`config.mk`:
```
export PLATFORM = sky130hd
export DESIGN_NAME = morse_ascii_mapper
export DESIGN_NICKNAME = d
export VERILOG_FILES = /design/src/rtl/morse_pkg.sv /design/src/rtl/morse_lut.sv /design/src/rtl/morse_ascii_mapper.sv
export SDC_FILE = /design/constraint.sdc
export NUM_CORES = 1
export LEC_CHECK = 0
export ABC_AREA = 1
export BUFFER_PORTS_ARGS = -buffer_cell sky130_fd_sc_hd__buf_2
export CAP_MARGIN = 20
export CORE_ASPECT_RATIO = 1.5
export CORE_UTILIZATION = 45
export DETAILED_ROUTE_END_ITERATION = 6
export GPL_ROUTABILITY_DRIVEN = 0
export GPL_TIMING_DRIVEN = 0
export PLACE_DENSITY_LB_ADDON = 0.3
export REMOVE_ABC_BUFFERS = 1
export SYNTH_ARGS = -nofsm -noshare
export SYNTH_HDL_FRONTEND = slang
export SYNTH_HIERARCHICAL = 1
export SYNTH_SLANG_ARGS = --single-unit
```
`constraint.sdc`:
```
create_clock -name clk -period 2.3 [get_ports clk]
set_input_delay 0.23 -clock clk [delete_from_list [all_inputs] [get_ports clk]]
set_output_delay 0.23 -clock clk [all_outputs]
set_load 0.05 [all_outputs]
```
`src/rtl/morse_pkg.sv`:
```
// Shared constants and code-word classification for the Morse-to-ASCII mapper.
// Code words are heap indices: a leading 1 followed by the symbols MSB-first (dot=0, dash=1).
package morse_pkg;

  localparam logic [7:0] ASCII_NUL        = 8'h00;
  localparam logic [7:0] ASCII_SPACE      = 8'h20;
  localparam logic [7:0] ASCII_DIGIT_BASE = 8'h30;
  localparam logic [7:0] ASCII_UPPER_BASE = 8'h41;
  localparam logic [7:0] ASCII_LOWER_BASE = 8'h61;

  localparam int unsigned CODE_IDX_W = 6;

  localparam logic [5:0] CODE_A = 6'h05;
  localparam logic [5:0] CODE_B = 6'h18;
  localparam logic [5:0] CODE_C = 6'h1A;
  localparam logic [5:0] CODE_D = 6'h0C;
  localparam logic [5:0] CODE_E = 6'h02;
  localparam logic [5:0] CODE_F = 6'h12;
  localparam logic [5:0] CODE_G = 6'h0E;
  localparam logic [5:0] CODE_H = 6'h10;
  localparam logic [5:0] CODE_I = 6'h04;
  localparam logic [5:0] CODE_J = 6'h17;
  localparam logic [5:0] CODE_K = 6'h0D;
  localparam logic [5:0] CODE_L = 6'h14;
  localparam logic [5:0] CODE_M = 6'h07;
  localparam logic [5:0] CODE_N = 6'h06;
  localparam logic [5:0] CODE_O = 6'h0F;
  localparam logic [5:0] CODE_P = 6'h16;
  localparam logic [5:0] CODE_Q = 6'h1D;
  localparam logic [5:0] CODE_R = 6'h0A;
  localparam logic [5:0] CODE_S = 6'h08;
  localparam logic [5:0] CODE_T = 6'h03;
  localparam logic [5:0] CODE_U = 6'h09;
  localparam logic [5:0] CODE_V = 6'h11;
  localparam logic [5:0] CODE_W = 6'h0B;
  localparam logic [5:0] CODE_X = 6'h19;
  localparam logic [5:0] CODE_Y = 6'h1B;
  localparam logic [5:0] CODE_Z = 6'h1C;

  localparam logic [5:0] CODE_0 = 6'h3F;
  localparam logic [5:0] CODE_1 = 6'h2F;
  localparam logic [5:0] CODE_2 = 6'h27;
  localparam logic [5:0] CODE_3 = 6'h23;
  localparam logic [5:0] CODE_4 = 6'h21;
  localparam logic [5:0] CODE_5 = 6'h20;
  localparam logic [5:0] CODE_6 = 6'h30;
  localparam logic [5:0] CODE_7 = 6'h38;
  localparam logic [5:0] CODE_8 = 6'h3C;
  localparam logic [5:0] CODE_9 = 6'h3E;

  typedef enum logic [1:0] {
    SYM_NONE   = 2'd0,
    SYM_LETTER = 2'd1,
    SYM_DIGIT  = 2'd2
  } sym_kind_e;

  typedef struct packed {
    sym_kind_e  kind;
    logic [4:0] idx;
  } sym_t;

  // idx is the offset from 'A' or '0'; SYM_NONE means the code is unmapped
  function automatic sym_t classify_code(input logic [5:0] code);
    sym_t s;
    case (code)
      CODE_A:  s = '{SYM_LETTER, 5'd0};
      CODE_B:  s = '{SYM_LETTER, 5'd1};
      CODE_C:  s = '{SYM_LETTER, 5'd2};
      CODE_D:  s = '{SYM_LETTER, 5'd3};
      CODE_E:  s = '{SYM_LETTER, 5'd4};
      CODE_F:  s = '{SYM_LETTER, 5'd5};
      CODE_G:  s = '{SYM_LETTER, 5'd6};
      CODE_H:  s = '{SYM_LETTER, 5'd7};
      CODE_I:  s = '{SYM_LETTER, 5'd8};
      CODE_J:  s = '{SYM_LETTER, 5'd9};
      CODE_K:  s = '{SYM_LETTER, 5'd10};
      CODE_L:  s = '{SYM_LETTER, 5'd11};
      CODE_M:  s = '{SYM_LETTER, 5'd12};
      CODE_N:  s = '{SYM_LETTER, 5'd13};
      CODE_O:  s = '{SYM_LETTER, 5'd14};
      CODE_P:  s = '{SYM_LETTER, 5'd15};
      CODE_Q:  s = '{SYM_LETTER, 5'd16};
      CODE_R:  s = '{SYM_LETTER, 5'd17};
      CODE_S:  s = '{SYM_LETTER, 5'd18};
      CODE_T:  s = '{SYM_LETTER, 5'd19};
      CODE_U:  s = '{SYM_LETTER, 5'd20};
      CODE_V:  s = '{SYM_LETTER, 5'd21};
      CODE_W:  s = '{SYM_LETTER, 5'd22};
      CODE_X:  s = '{SYM_LETTER, 5'd23};
      CODE_Y:  s = '{SYM_LETTER, 5'd24};
      CODE_Z:  s = '{SYM_LETTER, 5'd25};
      CODE_0:  s = '{SYM_DIGIT, 5'd0};
      CODE_1:  s = '{SYM_DIGIT, 5'd1};
      CODE_2:  s = '{SYM_DIGIT, 5'd2};
      CODE_3:  s = '{SYM_DIGIT, 5'd3};
      CODE_4:  s = '{SYM_DIGIT, 5'd4};
      CODE_5:  s = '{SYM_DIGIT, 5'd5};
      CODE_6:  s = '{SYM_DIGIT, 5'd6};
      CODE_7:  s = '{SYM_DIGIT, 5'd7};
      CODE_8:  s = '{SYM_DIGIT, 5'd8};
      CODE_9:  s = '{SYM_DIGIT, 5'd9};
      default: s = '{SYM_NONE, 5'd0};
    endcase
    return s;
  endfunction

endpackage

```
`src/rtl/morse_lut.sv`:
```
// Combinational code-word decode: maps a heap-index Morse code to its ASCII
// character, or to ERR_CHAR with o_err set when the code is unmapped.
module morse_lut #(
  parameter int         CODE_W     = 8,
  parameter logic [7:0] ERR_CHAR   = 8'h3F,
  parameter bit         LOWER_CASE = 1'b0
) (
  input  logic [CODE_W-1:0] i_code,
  output logic [7:0]        o_char,
  output logic              o_err
);
  import morse_pkg::*;

  logic [15:0] w_code_ext;
  logic        w_hi_nz;
  sym_t        w_sym;
  logic [7:0]  w_letter_base;

  // Bits above the 6-bit table index only decide mapped vs. unmapped
  assign w_code_ext    = 16'(i_code);
  assign w_hi_nz       = |w_code_ext[15:CODE_IDX_W];
  assign w_sym         = classify_code(w_code_ext[CODE_IDX_W-1:0]);
  assign w_letter_base = LOWER_CASE ? ASCII_LOWER_BASE : ASCII_UPPER_BASE;

  always_comb begin
    o_char = ERR_CHAR;
    o_err  = 1'b1;
    if (w_hi_nz) begin
      o_char = ERR_CHAR;
      o_err  = 1'b1;
    end else begin
      case (w_sym.kind)
        SYM_LETTER: begin
          o_char = w_letter_base + {3'b000, w_sym.idx};
          o_err  = 1'b0;
        end
        SYM_DIGIT: begin
          o_char = ASCII_DIGIT_BASE + {3'b000, w_sym.idx};
          o_err  = 1'b0;
        end
        default: begin
          o_char = ERR_CHAR;
          o_err  = 1'b1;
        end
      endcase
    end
  end

endmodule

```
`src/rtl/morse_ascii_mapper.sv`:
```
// Morse code-word to ASCII mapper with word-space insertion and an output FIFO.
// All outputs are registered; the FIFO head is presented on ascii when out_valid is high.
module morse_ascii_mapper #(
  parameter int         CODE_W     = 8,
  parameter int         FIFO_DEPTH = 4,
  parameter logic [7:0] ERR_CHAR   = 8'h3F,
  parameter bit         LOWER_CASE = 1'b0
) (
  input  logic                          clk,
  input  logic                          reset,
  input  logic                          sym_valid,
  input  logic [CODE_W-1:0]             sym_code,
  input  logic                          ws,
  output logic                          out_valid,
  input  logic                          out_ready,
  output logic [7:0]                    ascii,
  output logic [$clog2(FIFO_DEPTH):0]   fifo_count,
  output logic                          err_pulse,
  output logic                          overflow
);
  import morse_pkg::*;

  localparam int AW = $clog2(FIFO_DEPTH);
  localparam int CW = AW + 1;

  logic [7:0]    r_mem [FIFO_DEPTH];
  logic [AW-1:0] r_rd_ptr;
  logic [AW-1:0] r_wr_ptr;
  logic [CW-1:0] r_count;
  logic          r_out_valid;
  logic [7:0]    r_ascii;
  logic          r_err_pulse;
  logic          r_overflow;
  logic          r_space_pend;
  logic          r_have_last;
  logic          r_last_space;

  logic [7:0]    w_lut_char;
  logic          w_lut_err;
  logic          w_pop;
  logic          w_full;
  logic          w_space_ok;
  logic          w_wr_req;
  logic [7:0]    w_wr_char;
  logic          w_wr_err;
  logic          w_pend_nxt;
  logic          w_wr_acc;
  logic          w_drop;
  logic [CW-1:0] w_count_after_pop;
  logic [CW-1:0] w_count_nxt;
  logic [AW-1:0] w_rd_nxt;
  logic [7:0]    w_head_nxt;

  morse_lut #(
    .CODE_W     (CODE_W),
    .ERR_CHAR   (ERR_CHAR),
    .LOWER_CASE (LOWER_CASE)
  ) u_lut (
    .i_code (sym_code),
    .o_char (w_lut_char),
    .o_err  (w_lut_err)
  );

  assign w_pop      = r_out_valid && out_ready;
  assign w_full     = (r_count == CW'(FIFO_DEPTH));
  assign w_space_ok = r_have_last && !r_last_space;

  // Write selection: a symbol always wins; a space (new or pending) goes out on a symbol-free cycle
  always_comb begin
    w_wr_req   = 1'b0;
    w_wr_char  = ASCII_NUL;
    w_wr_err   = 1'b0;
    w_pend_nxt = r_space_pend;
    if (sym_valid) begin
      w_wr_req   = 1'b1;
      w_wr_char  = w_lut_char;
      w_wr_err   = w_lut_err;
      w_pend_nxt = r_space_pend || ws;
    end else if (ws || r_space_pend) begin
      w_wr_req   = w_space_ok;
      w_wr_char  = ASCII_SPACE;
      w_wr_err   = 1'b0;
      w_pend_nxt = 1'b0;
    end else begin
      w_wr_req   = 1'b0;
      w_wr_char  = ASCII_NUL;
      w_wr_err   = 1'b0;
      w_pend_nxt = r_space_pend;
    end
  end

  assign w_wr_acc          = w_wr_req && (!w_full || w_pop);
  assign w_drop            = w_wr_req && w_full && !w_pop;
  assign w_count_after_pop = r_count - CW'(w_pop);
  assign w_count_nxt       = w_count_after_pop + CW'(w_wr_acc);
  assign w_rd_nxt          = w_pop ? (r_rd_ptr + AW'(1)) : r_rd_ptr;

  // Next head: the incoming character lands directly at the head when nothing else remains queued
  always_comb begin
    w_head_nxt = ASCII_NUL;
    if (w_count_nxt == CW'(0)) begin
      w_head_nxt = ASCII_NUL;
    end else if (w_wr_acc && (w_count_after_pop == CW'(0))) begin
      w_head_nxt = w_wr_char;
    end else begin
      w_head_nxt = r_mem[w_rd_nxt];
    end
  end

  // FIFO storage; contents need no reset since occupancy gates every read
  always_ff @(posedge clk) begin
    if (!reset && w_wr_acc) begin
      r_mem[r_wr_ptr] <= w_wr_char;
    end
  end

  // Pointers, occupancy, status flags and the space-tracking state
  always_ff @(posedge clk) begin
    if (reset) begin
      r_rd_ptr     <= '0;
      r_wr_ptr     <= '0;
      r_count      <= '0;
      r_out_valid  <= 1'b0;
      r_ascii      <= ASCII_NUL;
      r_err_pulse  <= 1'b0;
      r_overflow   <= 1'b0;
      r_space_pend <= 1'b0;
      r_have_last  <= 1'b0;
      r_last_space <= 1'b0;
    end else begin
      r_rd_ptr     <= w_rd_nxt;
      r_wr_ptr     <= w_wr_acc ? (r_wr_ptr + AW'(1)) : r_wr_ptr;
      r_count      <= w_count_nxt;
      r_out_valid  <= (w_count_nxt != CW'(0));
      r_ascii      <= w_head_nxt;
      r_err_pulse  <= w_wr_err;
      r_overflow   <= r_overflow || w_drop;
      r_space_pend <= w_pend_nxt;
      // Dropped writes still count as "last written" so spacing follows the intended text
      if (w_wr_req) begin
        r_have_last  <= 1'b1;
        r_last_space <= (w_wr_char == ASCII_SPACE);
      end
    end
  end

  assign out_valid  = r_out_valid;
  assign ascii      = r_ascii;
  assign fifo_count = r_count;
  assign err_pulse  = r_err_pulse;
  assign overflow   = r_overflow;

endmodule

```
# Yosys cells after proc, flatten, opt, wreduce, memory -nomap -nowiden
# Memory sizes are Yosys's and may differ from the RTL's.
# Cells that the tools add are included.
[word_totals]
elab_cells = 59
mem_bits_rw = 32
rom_bits = 448
regBits = 21
latchBits = 0
n_memories = 2
inputBits = 13
[mem_list]
columns = ["memory", "words", "word_bits", "read_ports", "rd_clocked_by_memory_dff", "write_ports", "line_no", "rtl"]
rows = [
  ["(name not given)", 64, 7, 1, 0, 0, "morse_pkg.sv:65", "case (code)"],
  ["r_mem", 4, 8, 1, 0, 1, "morse_ascii_mapper.sv:26", "logic [7:0] r_mem [FIFO_DEPTH];"],
]
[op_classes]
n_lt_le_gt_ge = 0
div = 0
add_sub_neg = 6
multipliers = 0
bitwise_logic = 1
mux = 14
shifts = 0
eq_ne = 4
n_reduce_logical = 22
[op_table]
columns = ["op", "n"]
rows = [
  ["8-bit two-way mux", 3],
  ["8-bit one-hot mux with 2 select lines", 1],
  ["7-bit by 5-bit adder with 8-bit output, first input constant", 1],
  ["8-bit by 6-bit == test with 1-bit output, second input constant", 1],
  ["1-bit two-way mux", 8],
  ["2-bit OR reduction", 4],
  ["6-bit by 5-bit adder with 7-bit output, first input constant", 1],
  ["1-bit logical AND", 7],
  ["3-bit logical NOT", 2],
  ["6-bit two-way mux", 1],
  ["2-bit by 1-bit adder with 2-bit output, second input constant", 2],
  ["1-bit logical NOT", 4],
  ["3-bit by 1-bit adder with 3-bit output", 1],
  ["3-bit == test, second input constant", 1],
  ["1-bit logical OR", 3],
  ["3-bit nonzero test", 1],
  ["3-bit by 1-bit subtractor with 3-bit output", 1],
  ["2-bit by 1-bit == test with 1-bit output, second input constant", 1],
  ["2-bit == test, second input constant", 1],
  ["2-bit two-way mux", 1],
  ["2-bit nonzero test", 1],
  ["1-bit NOT", 1],
]

# Depth between registers and ports, before layout
[depth]
ltp_word = 8
depth_mapped = 22
depth_no_buf = 22

# By module
# The synthesis kept the hierarchy.
[modules_own_cells]
columns = ["module", "area_per_inst_um2", "seq_area_each_um2", "n_inst", "cells_per_inst"]
rows = [
  ["morse_ascii_mapper", 2473.6, 1381.3, 1, 280],
  ["morse_lut", 673.1, 0.0, 1, 136],
]

# Worst setup path after synthesis
# No wires, ideal clock.
[synth_path]
path_kind = "register -> register"
startpoint = "reg r_count[2] (netlist: fifo_count[2])"
endpoint = "reg r_ascii[0] (netlist: ascii[0])"
period_less_slack_ps = 2268
setup_ps = 111
path_stages_with_launch = 12
arrival_time_ps = 2157
n_path_buf = 0
path_slack_ps = 32
cell_sequence = "dfxtp_1 > nand4_2 > nand2_2 > inv_1 > ha_1 > ha_1 > nor2_1 > nand3_1 > nand2_1 > clkinv_1 > nand2_1 > nor2_1"
[synth_via]
elab_chain_cells = 7
elab_cells_between_ends = 11
[synth_rtl]
columns = ["element", "line_no", "rtl"]
rows = [
  ["start, declared", "morse_ascii_mapper.sv:29", "logic [CW-1:0] r_count;"],
  ["start signal, assigned", "morse_ascii_mapper.sv:133", "r_count <= w_count_nxt;"],
  ["3-bit == test", "morse_ascii_mapper.sv:65", "assign w_full = (r_count == CW'(FIFO_DEPTH));"],
  ["1-bit logical NOT", "morse_ascii_mapper.sv:92", "assign w_wr_acc = w_wr_req && (!w_full || w_pop);"],
  ["1-bit logical OR", "morse_ascii_mapper.sv:92", ""],
  ["1-bit logical AND", "morse_ascii_mapper.sv:92", ""],
  ["via w_wr_acc", "morse_ascii_mapper.sv:47", "logic w_wr_acc;"],
  ["3-bit by 1-bit adder with 3-bit output", "morse_ascii_mapper.sv:95", "assign w_count_nxt = w_count_after_pop + CW'(w_wr_acc);"],
  ["via w_count_nxt[1]", "morse_ascii_mapper.sv:50", "logic [CW-1:0] w_count_nxt;"],
  ["3-bit logical NOT", "morse_ascii_mapper.sv:101", "if (w_count_nxt == CW'(0)) begin"],
  ["2-bit OR reduction (no line)", "--", ""],
  ["end signal, assigned", "morse_ascii_mapper.sv:135", "r_ascii <= w_head_nxt;"],
  ["end, declared", "morse_ascii_mapper.sv:31", "logic [7:0] r_ascii;"],
]
# The timed path passes the listed nets, and every way through them passes these cells.
# A chain may end at the register's enable or synchronous reset.

# Worst setup path in the final report
[layout_path]
startpoint = "reg r_out_valid (netlist: out_valid)"
endpoint = "reg r_ascii[3] (netlist: ascii[3])"
[layout_via]
elab_chain_cells = 6
elab_cells_between_ends = 12
[layout_rtl]
columns = ["element", "line_no", "rtl"]
rows = [
  ["start, declared", "morse_ascii_mapper.sv:30", "logic r_out_valid;"],
  ["start signal, assigned", "morse_ascii_mapper.sv:134", "r_out_valid <= (w_count_nxt != CW'(0));"],
  ["1-bit logical AND *", "morse_ascii_mapper.sv:64", "assign w_pop = r_out_valid && out_ready;"],
  ["branches (longest 2 deep; another with 3-bit by 1-bit subtractor with 3-bit output)", "--", ""],
  ["3-bit by 1-bit adder with 3-bit output *", "morse_ascii_mapper.sv:95", ""],
  ["via w_count_nxt[1]", "morse_ascii_mapper.sv:50", ""],
  ["3-bit logical NOT *", "morse_ascii_mapper.sv:101", ""],
  ["2-bit OR reduction (no line) *", "--", ""],
]
# Mark *: on every way through the listed nets, which the timed path passes.

==> flow_summary.ini <==
[outcome]
outcome = completed

[logic_synthesis]
synth_cells = 416
ys.warnings.count = 6
yosys.area_share.simple_pct = 34.0
synthMuxAreaShare_pct = 0
synth_xor_area_share_pct = 0
synth_top_area_share_pct = 30.5
synth_cell_type_count = 32
ys_seq_elements = 53
synth-compound-area-share_pct = 4.77
synth_adder_area_share_pct = 5.96
ys_seq_area_share_pct = 43.9
avgSynthCellArea_um2 = 7.56
syn_area_mm2 = 0.00315
synth_top_family_by_area = simple AND/OR/NAND/NOR gates
synth_area_leaders = edfxtp_1 (31%), dfxtp_1 (13%), nand2_1 (13%)
synth_top_area_cell = edfxtp_1

[global_route]
grt_pass1_wl_um = 10600
antenna_found_initial = 0
grt_pass1_vias = 2424
grt_max_degree = 20
track_usage_pct = 18.1
grt_remaining_overflow = 0

[clock_tree]
root_buffer = clkbuf_8
clk_pin_slew_ns = 0.09
cts_buffers = 5
cts_hold_buf = 0
cts_tree = done
clk_path_buf_depth = 2
clkSinkCount = 53
ctsHtreeMaxLevel = 2
clk_latency_ns = 0.30

[placed_design]
port_buffers = 26
place_hpwl_um = 4900
place_area_mm2 = 0.00331

[pwr]
p_per_area_mw_per_mm2 = 952
leakage_nw = 1.71
finalPower_mw = 3.33
peakVddDrop_mv = 0.443

[final_layout]
drive_gt1_share_pct = 15.1
nFillCells = 664
post-route-util_pct = 51.4
area_delta_synth_final_pct = 11.2
n_antenna_cell = 0
regArea_mm2 = 0.00138
stdcell_area_mm2 = 0.00350
nNetsFinal = 472
multi_input_area_mm2 = 0.00145

[setup_path]
worstSetupPathType = register to register
cpMaxStageDelayCell = dfxtp_1
critPathMostFrequentCell = ha_1
critical_path.cell_chain = nand2_2, inv_1, ha_1, ha_1, inv_1, ha_1, nor2_1, nand3_1, nand2_2, clkinvlp_4, nand2_1, nor2_1
cp-end-kind = register
cp.required_ns = 2.50
cp_num_buf_inv = 3
crit_family = adder cells
cp-start-kind = register
critical_path.max_stage_delay_ns = 0.36
cp_data_arrival_time_ns = 2.34
crit_fanout = 5

[sta]
drv_slew = 0
hold_viol_final = 0
max_freq_mhz = 467
skew_ns = 0.0103
rsz0062_at_grt = no
relSlewSlack_pct = 44.8
max_slew.worst_pin.slew_ns = 0.825
finalSetupViolations = 0
period_share_pct = 93.1
period_needed_ns = 2.14

[drt]
wl_per_cell_um = 12.7
first_iter_violations = 157
drc_errors = 0
first_pass_iters = 5
vias = 2640
drtAntennaViolNets = 0
wl_um = 6620
viasPerCell = 5.05

[floorplanning]
ios = 27
rows = 37
fp.dieH_um = 104
coreArea_mm2 = 0.00681
start_util_pct = 46.2
die_w_um = 70.3
dieArea_mm2 = 0.00734

[flow_run]
maxCapViolations = 0

[worst_hold_path]
hold_path_class = input pin to register
-- tightest hold or removal path: cells and delay by family --
kind,cells,cell delay (ns)
buffers and inverters,1,0.09
AND/OR/NAND/NOR,2,0.14
-- timing repair --
| item | in CTS | in global routing |
|---|---|---|
| cloned | 0 | 1 |
| gates resized for setup | 2 | 17 |
| setup buffers | 0 | 4 |
| pin swaps | 0 | 2 |
| endpoints found under the setup margin | 8 | 14 |
-- power breakdown --
part | switching (mW) | internal (mW) | total, mW | leakage (nW)
sequential | 0.0596 | 1.16 | 1.22 | 0.467
combinational | 1.10 | 0.446 | 1.55 | 1.19
clock | 0.287 | 0.272 | 0.560 | 0.0542
-- layer usage --
metal  up-vias  global-route usage (%)  part of all wire, %
li1       1384                       -                    -
met1      1188                    19.1                   39
met2        55                    34.4                   55
met3        13                    1.74                  2.8
met4         0                    9.29                  2.8
met5         -                       0                    0
-- state kept, by name (all words and copies together) (netlist names) --
register / count
r_mem: 32
ascii: 8
fifo_count: 3
r_rd_ptr: 2
r_wr_ptr: 2
err_pulse: 1
out_valid: 1
overflow: 1
r_have_last: 1
r_last_space: 1
r_space_pend: 1
-- final timing paths --
kind / cells after the start / slack, ns / endpoint / startpoint
worst max-delay path: 12 / 0.16 / ascii[3] / out_valid
worst max register to register: 12 / 0.16 / ascii[3] / out_valid
worst min-delay path: 3 / 0.18 / r_space_pend / ws
worst min register to register: 2 / 0.46 / r_have_last / r_have_last
-- kinds of logic (layout without fill, tap and decap cells) --
family / Yosys count / in the layout
buffers and inverters: 86 / 115
AO/OA/AOI/OAI: 25 / 25
other: 1 / 1
adder cells (fa/ha/maj): 15 / 15
flip-flops: 53 / 53
AND/OR/NAND/NOR: 236 / 236
-- layout by cell type (no fill, tap or decap), types with 2 or more instances in the layout --
cell / Yosys / layout
dfxtp_1: 21 / 21
o211ai_1: 2 / 2
inv_4: 0 / 2
buf_4: 5 / 6
edfxtp_1: 32 / 32
nor2_1: 39 / 38
a31oi_1: 2 / 2
inv_1: 71 / 68
nand2_1: 109 / 107
nand2_2: 4 / 5
a21oi_1: 6 / 5
o21ai_0: 6 / 6
o21ai_1: 6 / 6
buf_2: 3 / 24
clkinvlp_4: 0 / 2
nor3_1: 3 / 3
nand3b_1: 10 / 10
nand4_1: 10 / 10
clkbuf_8: 0 / 7
inv_2: 4 / 5
nand3_1: 51 / 51
nor2_2: 4 / 5
ha_1: 15 / 14
nand2_4: 2 / 3
-- through the flow --
stage | TNS [ns] | worst slack [ns] | std cells | hold WS [ns]
after floorplan | 0 | 0.0335 | 406 | 0.299
after global placement | -1.03 | -0.219 | 510 | 0.450
after detailed placement | -1.51 | -0.301 | 510 | 0.454
after CTS | 0 | 0.00119 | 518 | 0.180
after global routing | 0 | 0.00617 | 523 | 0.205
final | 0 | 0.158 | 523 | 0.181
-- cell usage after synthesis --
cell      instances
a21oi_1           6
a21oi_4           1
a31oi_1           2
and2_1            1
buf_2             3
buf_4             5
buf_6             1
clkbuf_1          1
clkinv_1          1
conb_1            1
dfxtp_1          21
edfxtp_1         32
ha_1             15
inv_1            71
inv_2             4
nand2_1         109
nand2_2           4
nand2_4           2
nand3_1          51
nand3_2           1
nand3b_1         10
nand4_1          10
nand4_2           1
nor2_1           39
nor2_2            4
nor2b_1           1
nor3_1            3
o211ai_1          2
o21ai_0           6
o21ai_1           6
o21ai_2           1
o31ai_1           1
-- area by class of cell --
cell class / instances / share of cell area [%]
Multi-Input combinational cell: 277 / 41.5
Sequential cell: 53 / 39.5
Inverter: 76 / 8.40
Timing Repair Buffer: 30 / 4.72
Tap cell: 78 / 2.79
Clock buffer: 7 / 2.75
Timing Repair inverter: 1 / 0.215
Clock inverter: 1 / 0.143
No activity file was read; power rests on OpenSTA's default activity.
